**src/rtl/wb_arb_pkg.sv**
```systemverilog
// Shared types and defaults for the register-file write-port arbiter.
// The lock states are only reachable when ARB_LOCK_EN is defined.
package wb_arb_pkg;

  typedef enum logic [1:0] {
    PRI_A  = 2'd0,
    PRI_B  = 2'd1,
    LOCK_A = 2'd2,
    LOCK_B = 2'd3
  } arb_state_e;

  localparam int DATA_W_DEF    = 16;
  localparam int ADDR_W_DEF    = 3;
  localparam int MAX_BURST_DEF = 4;

endpackage

```
**src/rtl/wb_mux_reg.sv**
```systemverilog
// Selects the winning requester's address/data and registers one write-back beat.
module wb_mux_reg #(
  parameter int DATA_W = 16,
  parameter int ADDR_W = 3
) (
  input  logic              clk_i,
  input  logic              rst_ni,
  input  logic              xfer_i,
  input  logic              win_a_i,
  input  logic [ADDR_W-1:0] addr_a_i,
  input  logic [DATA_W-1:0] data_a_i,
  input  logic [ADDR_W-1:0] addr_b_i,
  input  logic [DATA_W-1:0] data_b_i,
  output logic              wr_en_o,
  output logic [ADDR_W-1:0] wr_addr_o,
  output logic [DATA_W-1:0] wr_data_o,
  output logic              sel_o
);

  logic [ADDR_W+DATA_W-1:0] field_d;
  logic [ADDR_W+DATA_W-1:0] field_q;
  logic                     wr_en_q;
  logic                     sel_q;

  always_comb begin
    field_d = win_a_i ? {addr_a_i, data_a_i} : {addr_b_i, data_b_i};
  end

  // Address/data/sel hold their last value on idle cycles; only the strobe drops.
  always_ff @(posedge clk_i or negedge rst_ni) begin
    if (!rst_ni) begin
      wr_en_q <= 1'b0;
      field_q <= '0;
      sel_q   <= 1'b0;
    end else begin
      wr_en_q <= xfer_i;
      if (xfer_i) begin
        field_q <= field_d;
        sel_q   <= win_a_i;
      end
    end
  end

  assign wr_en_o   = wr_en_q;
  assign wr_addr_o = field_q[ADDR_W+DATA_W-1:DATA_W];
  assign wr_data_o = field_q[DATA_W-1:0];
  assign sel_o     = sel_q;

endmodule

```
**src/rtl/wb_port_arbiter.sv**
```systemverilog
// Round-robin arbiter for the single register-file write port (ALU result A, load data B).
// Define ARB_LOCK_EN to add lock_a/lock_b and bounded locked bursts of up to MAX_BURST grants.
module wb_port_arbiter
  import wb_arb_pkg::*;
#(
  parameter int DATA_W    = DATA_W_DEF,
  parameter int ADDR_W    = ADDR_W_DEF
`ifdef ARB_LOCK_EN
  ,
  parameter int MAX_BURST = MAX_BURST_DEF
`endif
) (
  input  logic              clk,
  input  logic              rst_n,
  input  logic              req_a,
  input  logic [ADDR_W-1:0] addr_a,
  input  logic [DATA_W-1:0] data_a,
  output logic              gnt_a,
  input  logic              req_b,
  input  logic [ADDR_W-1:0] addr_b,
  input  logic [DATA_W-1:0] data_b,
  output logic              gnt_b,
`ifdef ARB_LOCK_EN
  input  logic              lock_a,
  input  logic              lock_b,
`endif
  output logic              wr_en,
  output logic [ADDR_W-1:0] wr_addr,
  output logic [DATA_W-1:0] wr_data,
  output logic              sel
);

  arb_state_e state_q, state_d;
  logic       pri_a;
  logic       gnt_a_c, gnt_b_c;

`ifdef ARB_LOCK_EN
  localparam int CNT_W = $clog2(MAX_BURST + 1);
  logic [CNT_W-1:0] cnt_q, cnt_d;
  logic             hold_a, hold_b;

  // A lock state whose burst has ended arbitrates exactly like PRI of the other side,
  // so a waiting requester is granted in the very first cycle after the burst.
  always_comb begin
    pri_a   = 1'b1;
    hold_a  = 1'b0;
    hold_b  = 1'b0;
    gnt_a_c = 1'b0;
    gnt_b_c = 1'b0;
    state_d = state_q;
    cnt_d   = '0;
    unique case (state_q)
      PRI_A:  pri_a = 1'b1;
      PRI_B:  pri_a = 1'b0;
      LOCK_A: begin
        hold_a = req_a && lock_a && (cnt_q < CNT_W'(MAX_BURST));
        pri_a  = 1'b0;
      end
      LOCK_B: begin
        hold_b = req_b && lock_b && (cnt_q < CNT_W'(MAX_BURST));
        pri_a  = 1'b1;
      end
      default: pri_a = 1'b1;
    endcase

    if (hold_a)      gnt_a_c = 1'b1;
    else if (hold_b) gnt_b_c = 1'b1;
    else if (pri_a) begin
      gnt_a_c = req_a;
      gnt_b_c = !req_a && req_b;
    end else begin
      gnt_b_c = req_b;
      gnt_a_c = !req_b && req_a;
    end

    if (hold_a || hold_b) begin
      cnt_d = cnt_q + CNT_W'(1);
    end else if (gnt_a_c) begin
      state_d = lock_a ? LOCK_A : PRI_B;
      cnt_d   = lock_a ? CNT_W'(1) : '0;
    end else if (gnt_b_c) begin
      state_d = lock_b ? LOCK_B : PRI_A;
      cnt_d   = lock_b ? CNT_W'(1) : '0;
    end else begin
      state_d = pri_a ? PRI_A : PRI_B;
    end
  end

  always_ff @(posedge clk or negedge rst_n) begin
    if (!rst_n) begin
      state_q <= PRI_A;
      cnt_q   <= '0;
    end else begin
      state_q <= state_d;
      cnt_q   <= cnt_d;
    end
  end
`else
  always_comb begin
    pri_a   = (state_q != PRI_B);
    gnt_a_c = 1'b0;
    gnt_b_c = 1'b0;
    state_d = state_q;
    if (pri_a) begin
      gnt_a_c = req_a;
      gnt_b_c = !req_a && req_b;
    end else begin
      gnt_b_c = req_b;
      gnt_a_c = !req_b && req_a;
    end
    if (gnt_a_c)      state_d = PRI_B;
    else if (gnt_b_c) state_d = PRI_A;
  end

  always_ff @(posedge clk or negedge rst_n) begin
    if (!rst_n) state_q <= PRI_A;
    else        state_q <= state_d;
  end
`endif

  assign gnt_a = rst_n && gnt_a_c;
  assign gnt_b = rst_n && gnt_b_c;

  wb_mux_reg #(
    .DATA_W(DATA_W),
    .ADDR_W(ADDR_W)
  ) u_mux_reg (
    .clk_i    (clk),
    .rst_ni   (rst_n),
    .xfer_i   (gnt_a || gnt_b),
    .win_a_i  (gnt_a),
    .addr_a_i (addr_a),
    .data_a_i (data_a),
    .addr_b_i (addr_b),
    .data_b_i (data_b),
    .wr_en_o  (wr_en),
    .wr_addr_o(wr_addr),
    .wr_data_o(wr_data),
    .sel_o    (sel)
  );

endmodule

```
**config.mk**
```make
export PLATFORM = sky130hd
export DESIGN_NAME = wb_port_arbiter
export DESIGN_NICKNAME = d
export VERILOG_FILES = /design/src/rtl/wb_arb_pkg.sv /design/src/rtl/wb_mux_reg.sv /design/src/rtl/wb_port_arbiter.sv
export SDC_FILE = /design/constraint.sdc
export NUM_CORES = 1
export LEC_CHECK = 0
export CAP_MARGIN = 20
export CORE_ASPECT_RATIO = 2
export CORE_MARGIN = 2
export CORE_UTILIZATION = 40
export DETAILED_ROUTE_END_ITERATION = 10
export GPL_TIMING_DRIVEN = 0
export MAX_ROUTING_LAYER = met4
export PLACE_DENSITY = 0.93
export SETUP_SLACK_MARGIN = 0.5
export SYNTH_ARGS = -nofsm -noshare
export SYNTH_HDL_FRONTEND = slang
export SYNTH_SLANG_ARGS = --single-unit
```
**constraint.sdc**
```tcl
create_clock -name clk -period 2.4 [get_ports clk]
set_input_delay 0.48 -clock clk [delete_from_list [all_inputs] [get_ports clk]]
set_output_delay 0.48 -clock clk [all_outputs]
set_load 0.01 [all_outputs]
```
== Word level (Yosys, flattened, before mapping) ==
Cells that the tools add are included.
W data, S select, Z words.

* Bits of input ports: 42
* Bits in registers: 23

* Mux-type cells: 5
* Equality and inequality tests: 1
* Reductions and logical operators: 8

{| class="wikitable"
|+ Operators by type and width
! operator !! number
|-
| $mux W19 || 1
|-
| $logic_and A1 B1 Y1 || 4
|-
| $mux W2 || 2
|-
| $logic_not A1 Y1 || 2
|-
| $mux W1 || 2
|-
| $ne A2 B1 Y1 const B || 1
|-
| $reduce_bool A2 Y1 || 1
|-
| $logic_or A1 B1 Y1 || 1
|}

== Logic depth before layout (Yosys ltp) ==
Gate-level depths: netlist (run 1).

* Word-level depth: 5
* Mapped depth: 4
* Depth with buffers taken out: 3

== Modules after synthesis ==
From an unflattened synthesis (run 1), not the netlist that was laid out.

* Cells, all modules: 94
* Area, all modules: 1007.2 µm²

{| class="wikitable"
|+ By module, submodules not included
! module !! area an instance (µm²) !! times used !! cells an instance
|-
| wb_mux_reg || 944.7 || 1 || 85
|-
| wb_port_arbiter || 62.6 || 1 || 9
|}

== Worst setup path after synthesis (run 1) ==
No wires, ideal clock.

* Path type: input -> output
* Start point: input req_b
* End point: output gnt_a
* Data required time: 1920 ps
* Setup slack: 910 ps
* Buffers on the path: 1
* Arrival time: 1010 ps
* Stages: 3
* Cells stage by stage: and2_4 > clkbuf_1 > nor2_1

* Word-level cells in the longest chain between the ends: 4

{| class="wikitable"
|+ RTL lines
! element !! RTL line !! RTL
|-
| start, declared || wb_port_arbiter.sv:19 || <nowiki>input logic req_b,</nowiki>
|-
| $logic_not A1 Y1 || wb_port_arbiter.sv:109 || <nowiki>gnt_a_c = !req_b && req_a;</nowiki>
|-
| $logic_and A1 B1 Y1 || wb_port_arbiter.sv:109 ||
|-
| $mux W1 || wb_port_arbiter.sv:104 || <nowiki>if (pri_a) begin</nowiki>
|-
| $logic_and A1 B1 Y1 || wb_port_arbiter.sv:121 || <nowiki>assign gnt_a = rst_n && gnt_a_c;</nowiki>
|-
| end, declared || wb_port_arbiter.sv:18 || <nowiki>output logic gnt_a,</nowiki>
|}

No other way between the ends.

== Worst setup path after layout (run 1) ==
* Start point: input rst_n
* End point: output gnt_a

* Word-level cells in the longest chain between the ends: 1

{| class="wikitable"
|+ RTL lines
! element !! RTL line !! RTL
|-
| start, declared || wb_port_arbiter.sv:14 || <nowiki>input logic rst_n,</nowiki>
|-
| $logic_and A1 B1 Y1 || wb_port_arbiter.sv:121 ||
|}

No other way between the ends.

==> flow_metrics.tcl, run 1 <==
set metrics [dict create \
    outcome "finished, final reports clean" \
    synth_fp_nets 162 \
    synth-xor-area-share 0 \
    placed_cells 213 \
    ctsHoldBuffers 0 \
    synth_area_leaders "dfrtp_1 49%, or3b_1 15%, a31oi_1 11%, o21ai_1 8.5%, nor2_1 6.7%" \
    criticalPathCategory "primary input to output port" \
    setup_viol 0 \
    vias 1194 \
    clk_latency_ps 250 \
    synth.distinct_cells 16 \
    final_nets 233 \
    ys_seq_area_frac 0.491 \
    multi_input_area_um2 502 \
    drive_gt1_frac 0.100 \
    synth_area_per_cell_um2 9.35 \
    cts_buffers 3 \
    hold_path.class "primary input to asynchronous set/reset pin" \
    cts_sinks 22 \
    synthMuxAreaShare 0 \
    root_buffer "clkbuf_8" \
    post-route-period-util 0.740 \
    grt_max_degree 26 \
    design_area_um2 1890 \
    hold_viol_final 0 \
    yosys_warnings 0 \
    synth_top_family_by_area "simple AND/OR/NAND/NOR gates" \
    final_cells 219 \
    grt.total_usage 0.226 \
    wirelength_um 3420 \
    top_usage_layer "met2" \
    vdd_drop_max_mv 0.393 \
    wl_per_cell_um 15.6 \
    p_per_area_nw_per_um2 562 \
    syn_inst 120 \
    maxCapViolations 0 \
    diodes 0 \
    synth_area_um2 1120 \
    reg2reg_slack_ps 870 \
    gp_congestion 0.750 \
    r2r_end "u_mux_reg.field_q[11]" \
    maxSlewHeadroom 0.686 \
    crit_path_end_kind "output port" \
    regToRegStartpoint "state_q[0]" \
    rsz0062_at_grt "false" \
    portBuffers 64 \
    first_pass_iters 4 \
    worst_pin_slew_ps 471 \
    met1_usage 0.201 \
    fp.dieH_um 78.9 \
    grt_antenna_before_repair 0 \
    worstPathArrival_ps 1300 \
    cts.path.max_buffers 2 \
    fin_worst_skew_ps 1.85 \
    final_cell_mix "59 x clkdlybuf4s50_1, 22 x dfrtp_1, 20 x nor2_1" \
    dp_hpwl_um 2720 \
    core_um2 2700 \
    seq_area_um2 551 \
    row_count 27 \
    syn_to_final_growth_pct 68.1 \
    cts_tree "built" \
    antenna_left 0 \
    clkTransAtPathRegs_ps 80 \
    reg2reg_depth 5 \
    fmax_ghz 0.563 \
    grt.met2_usage 0.445 \
    leakage_uw 0.000759 \
    die_x_um 41.5 \
    dpl_cell_area_um2 1800 \
    fin_crit_ps 1780 \
    synth-simple-area-share 0.237 \
    start_util 0.415 \
    yosys_register_bits 22 \
    met3_usage 0.0386 \
    synthAdderAreaFrac 0 \
    final_common_cell "clkdlybuf4s50_1" \
    synth_top_area_share 0.491 \
    synth_top_area_cell "dfrtp_1" \
    grt_pass1_vias 1310 \
    vias_per_cell 5.45 \
    synth_compound_area_frac 0.207 \
    grt_overflow 0 \
    htree_levels 1 \
    worst-path-max-fanout 25 \
    ios 65 \
    dieArea_um2 3270 \
    slew_viol_final 0 \
    fin_total_pwr_uw 1060 \
    detail_route.iter0.violations 29 \
    grt_pass1_wl_um 5690 \
    n_fill_cell 209 \
    worstPathRequired_ps 1920 \
    start_kind "primary input" \
    drcViolationCount 0 \
]
-- Yosys cell counts --
cell type   n
dfrtp_1    22
nor2_1     20
a31oi_1    19
o21ai_1    19
or3b_1     19
clkbuf_1    6
buf_2       4
buf_6       2
inv_1       2
and2_4      1
and3_1      1
nand2_1     1
nand2b_1    1
o21a_1      1
o21ai_0     1
o22ai_1     1
-- cell families after synthesis --
logic type / count (synthesis)
DFF: 22
buffers and inverters: 14
AOI/OAI and AO/OA: 41
and+or+nand+nor: 43
-- registers in the layout, indices dropped and copies added (netlist names) --
signal	count
state_q	1
u_mux_reg.wr_en_o	1
u_mux_reg.sel_o	1
u_mux_reg.field_q	19
-- worst max path at each step --
stage                     slack (ps)  startpoint  cells after the start     to
after global routing             530       rst_n                      5  gnt_a
after detailed placement       -1040       rst_n                      5  gnt_a
after CTS                        440       req_b                      5  gnt_a
final                            620       rst_n                      5  gnt_a
after global placement          -930       rst_n                      5  gnt_a
after floorplan                  910       req_b                      3  gnt_a
-- critical path, stage by stage --
cell and delay (ps):
buf_4 290, nand2_2 140, clkbuf_8 160, nor2_1 90
buf_2 140
-- report_power, final --
part / total [uW] / switching [uW] / internal [uW] / leakage (uW)
Sequential: 453 / 30.9 / 422 / 0.000248
Combinational: 350 / 145 / 205 / 0.000482
Clock: 259 / 113 / 146 / 0.0000288
-- metrics by stage --
| stage | worst slack, ps | hold slack, ps | util | setup TNS, ps |
|---|---|---|---|---|
| final | 625 | 112 | 0.698 | 0 |
| after global routing | 526 | 120 | 0.698 | 0 |
| after CTS | 437 | 115 | 0.697 | 0 |
| after detailed placement | -1040 | 530 | 0.666 | -10510 |
| after global placement | -929 | 503 | 0.666 | -7300 |
| after floorplan | 910 | 184 | - | 0 |
-- what timing repair did --
| action | in CTS | in global routing |
|---|---|---|
| setup buffers | 2 | 0 |
| pin swaps | 1 | 0 |
| endpoints found under the setup margin | 23 | 5 |
| resized for setup | 21 | 1 |
-- area by class of cell --
class	instances	share of cell area
Clock buffer	4	0.0292
Sequential cell	22	0.292
Timing Repair Buffer	66	0.345
Buffer	12	0.0451
Inverter	2	0.00398
Tap cell	29	0.0192
Multi-Input combinational cell	84	0.266
-- metal layers --
layer | routed length (um) | share of wire
met1 | 1150 | 0.34
met5 | 0 | 0
met2 | 2020 | 0.59
met3 | 192 | 0.056
met4 | 59 | 0.017
(Power assumes the default switching activity.)
==> run 2: changes to the inputs <==
- CORE_UTILIZATION: 40 -> 37
- PLACE_DENSITY: 0.93 -> 0.88
- clock period: 2.4 -> 1.86 ns (I/O delays scaled with it)
==> run 2 against run 1 <==
Non-clock buffer count increased by 6. Core utilization decreased by 2.9 points. Count of clock-buffer cells in the layout decreased by 1. Largest power group unchanged. Final cell count increased by 3.2%.
==> flow_metrics.tcl, run 2 (synthesized netlist as in run 1, its figures left out) <==
set metrics [dict create \
    outcome "finished, final reports clean" \
    drive_gt1_frac 0.148 \
    clk_latency_ps 260 \
    n_fill_cell 247 \
    crit_path_end_kind "output port" \
    ios 65 \
    cts_tree "built" \
    worstPathArrival_ps 1120 \
    grt_antenna_before_repair 0 \
    clkTransAtPathRegs_ps 80 \
    vias 1224 \
    maxSlewHeadroom 0.652 \
    wl_per_cell_um 16.6 \
    p_per_area_nw_per_um2 748 \
    leakage_uw 0.000825 \
    hold_path.class "primary input to flip-flop" \
    cp_num_cells 4 \
    cts.path.max_buffers 2 \
    maxCapViolations 0 \
    final_cell_mix "38 x clkdlybuf4s50_1, 22 x dfrtp_1" \
    critPathTopFamily "flip-flops" \
    criticalPathCategory "flip-flop to output port" \
    grt_max_degree 23 \
    root_buffer "clkbuf_8" \
    min_path_cells 3 \
    diodes 0 \
    core_um2 2940 \
    worst_pin_slew_ps 522 \
    antenna_left 0 \
    post-route-period-util 0.802 \
    final_common_cell "clkdlybuf4s50_1" \
    cp_slowest_cell "dfrtp_1" \
    dp_hpwl_um 2670 \
    fin_crit_ps 1490 \
    fin_worst_skew_ps 3.03 \
    grt_overflow 0 \
    grt_pass1_wl_um 5580 \
    regMostFlops "u_mux_reg.field_q" \
    fp.dieH_um 81.9 \
    cp_cell_sequence "and2_4 > buf_8 > nor2_2 > buf_2" \
    fmax_ghz 0.670 \
    worst-path-max-fanout 5 \
    setup_viol 0 \
    wirelength_um 3750 \
    cts_buffers 3 \
    gp_congestion 0.879 \
    grt.total_usage 0.216 \
    tns_ps 0 \
    fin_total_pwr_uw 1470 \
    worstPathRequired_ps 1490 \
    slew_viol_final 0 \
    drcViolationCount 0 \
    start_util 0.381 \
    dieArea_um2 3520 \
    seq_area_um2 551 \
    vias_per_cell 5.42 \
    htree_levels 1 \
    die_x_um 42.9 \
    detail_route.iter0.violations 25 \
    min_from "req_a" \
    multi_input_area_um2 518 \
    syn_to_final_growth_pct 75.5 \
    r2r_end "u_mux_reg.field_q[3]" \
    largest_reg_flops 19 \
    cts_sinks 22 \
    whs_endpoint "state_q[0]" \
    row_count 28 \
    final_nets 239 \
    reg2reg_depth 5 \
    portBuffers 64 \
    critPathMaxStageDelay_ps 400 \
    first_pass_iters 4 \
    regToRegStartpoint "state_q[0]" \
    crit_buf_inv 2 \
    grt_pass1_vias 1305 \
    reg2reg_slack_ps 370 \
    vdd_drop_max_mv 0.425 \
    start_kind "flip-flop" \
    hold_viol_final 0 \
    rsz0062_at_grt "true" \
]
## run 2: changes by cell type in the layout (fill, tap and decap cells not counted), moves of 2 or more
cell	before	now
clkdlybuf4s50_1	59	38
clkdlybuf4s15_1	0	3
dlygate4sd2_1	1	19
buf_6	2	6
clkbuf_2	0	2
clkbuf_8	6	4
## run 2: area by class of cell
type	instances	share of cell area
Buffer	12	0.0445
Clock buffer	3	0.0210
Clock inverter	1	0.0152
Inverter	2	0.00381
Multi-Input combinational cell	84	0.263
Sequential cell	22	0.280
Tap cell	30	0.0191
Timing Repair Buffer	72	0.354
## run 2: repair_timing
item	in CTS	in global routing
gates cloned	2	0
resized for setup	52	8
hold buffers	1	0
hold endpoints to repair	22	0
setup buffers	1	3
pin swaps	39	7
endpoints found under the setup margin	66	23
## run 2: through the flow
step | instance area, um^2 | setup WS (ps) | utilization | hold WS [ps] | instances
after CTS | 1900 | 313 | 0.647 | 461 | 222
after detailed placement | 1800 | -1350 | 0.612 | 516 | 214
after global placement | 1800 | -1270 | 0.612 | 507 | 214
after global routing | 1970 | 313 | 0.669 | 426 | 226
after floorplan | 1120 | 586 | - | 76.4 | 120
final | 1970 | 367 | 0.669 | 418 | 226
## run 2: worst reg2reg max path, stage by stage, from the launching register on
cell     delay [ps]
dfrtp_1         400
and2_4          160
buf_6           130
buf_6           120
or3b_1          360
a31oi_1         230
## run 2: metal layers
layer  share of wire  global-route usage
met1            0.34               0.175
met2            0.58               0.439
met3           0.071              0.0462
met4           0.010              0.0939
met5               0                   -
## run 2: worst max-delay path by stage
stage                           from    end  slack (ps)
after floorplan           state_q[0]  gnt_a         590
after global placement         rst_n  gnt_a       -1270
after detailed placement       rst_n  gnt_a       -1350
after CTS                 state_q[0]  gnt_a         310
after global routing      state_q[0]  gnt_a         310
final                     state_q[0]  gnt_a         370
## run 2: report_power, final
group          switching [uW]  leakage [uW]  internal [uW]  total [uW]
Sequential               35.5      0.000248            544         579
Combinational             201      0.000542            248         449
Clock                     157     0.0000357            287         445
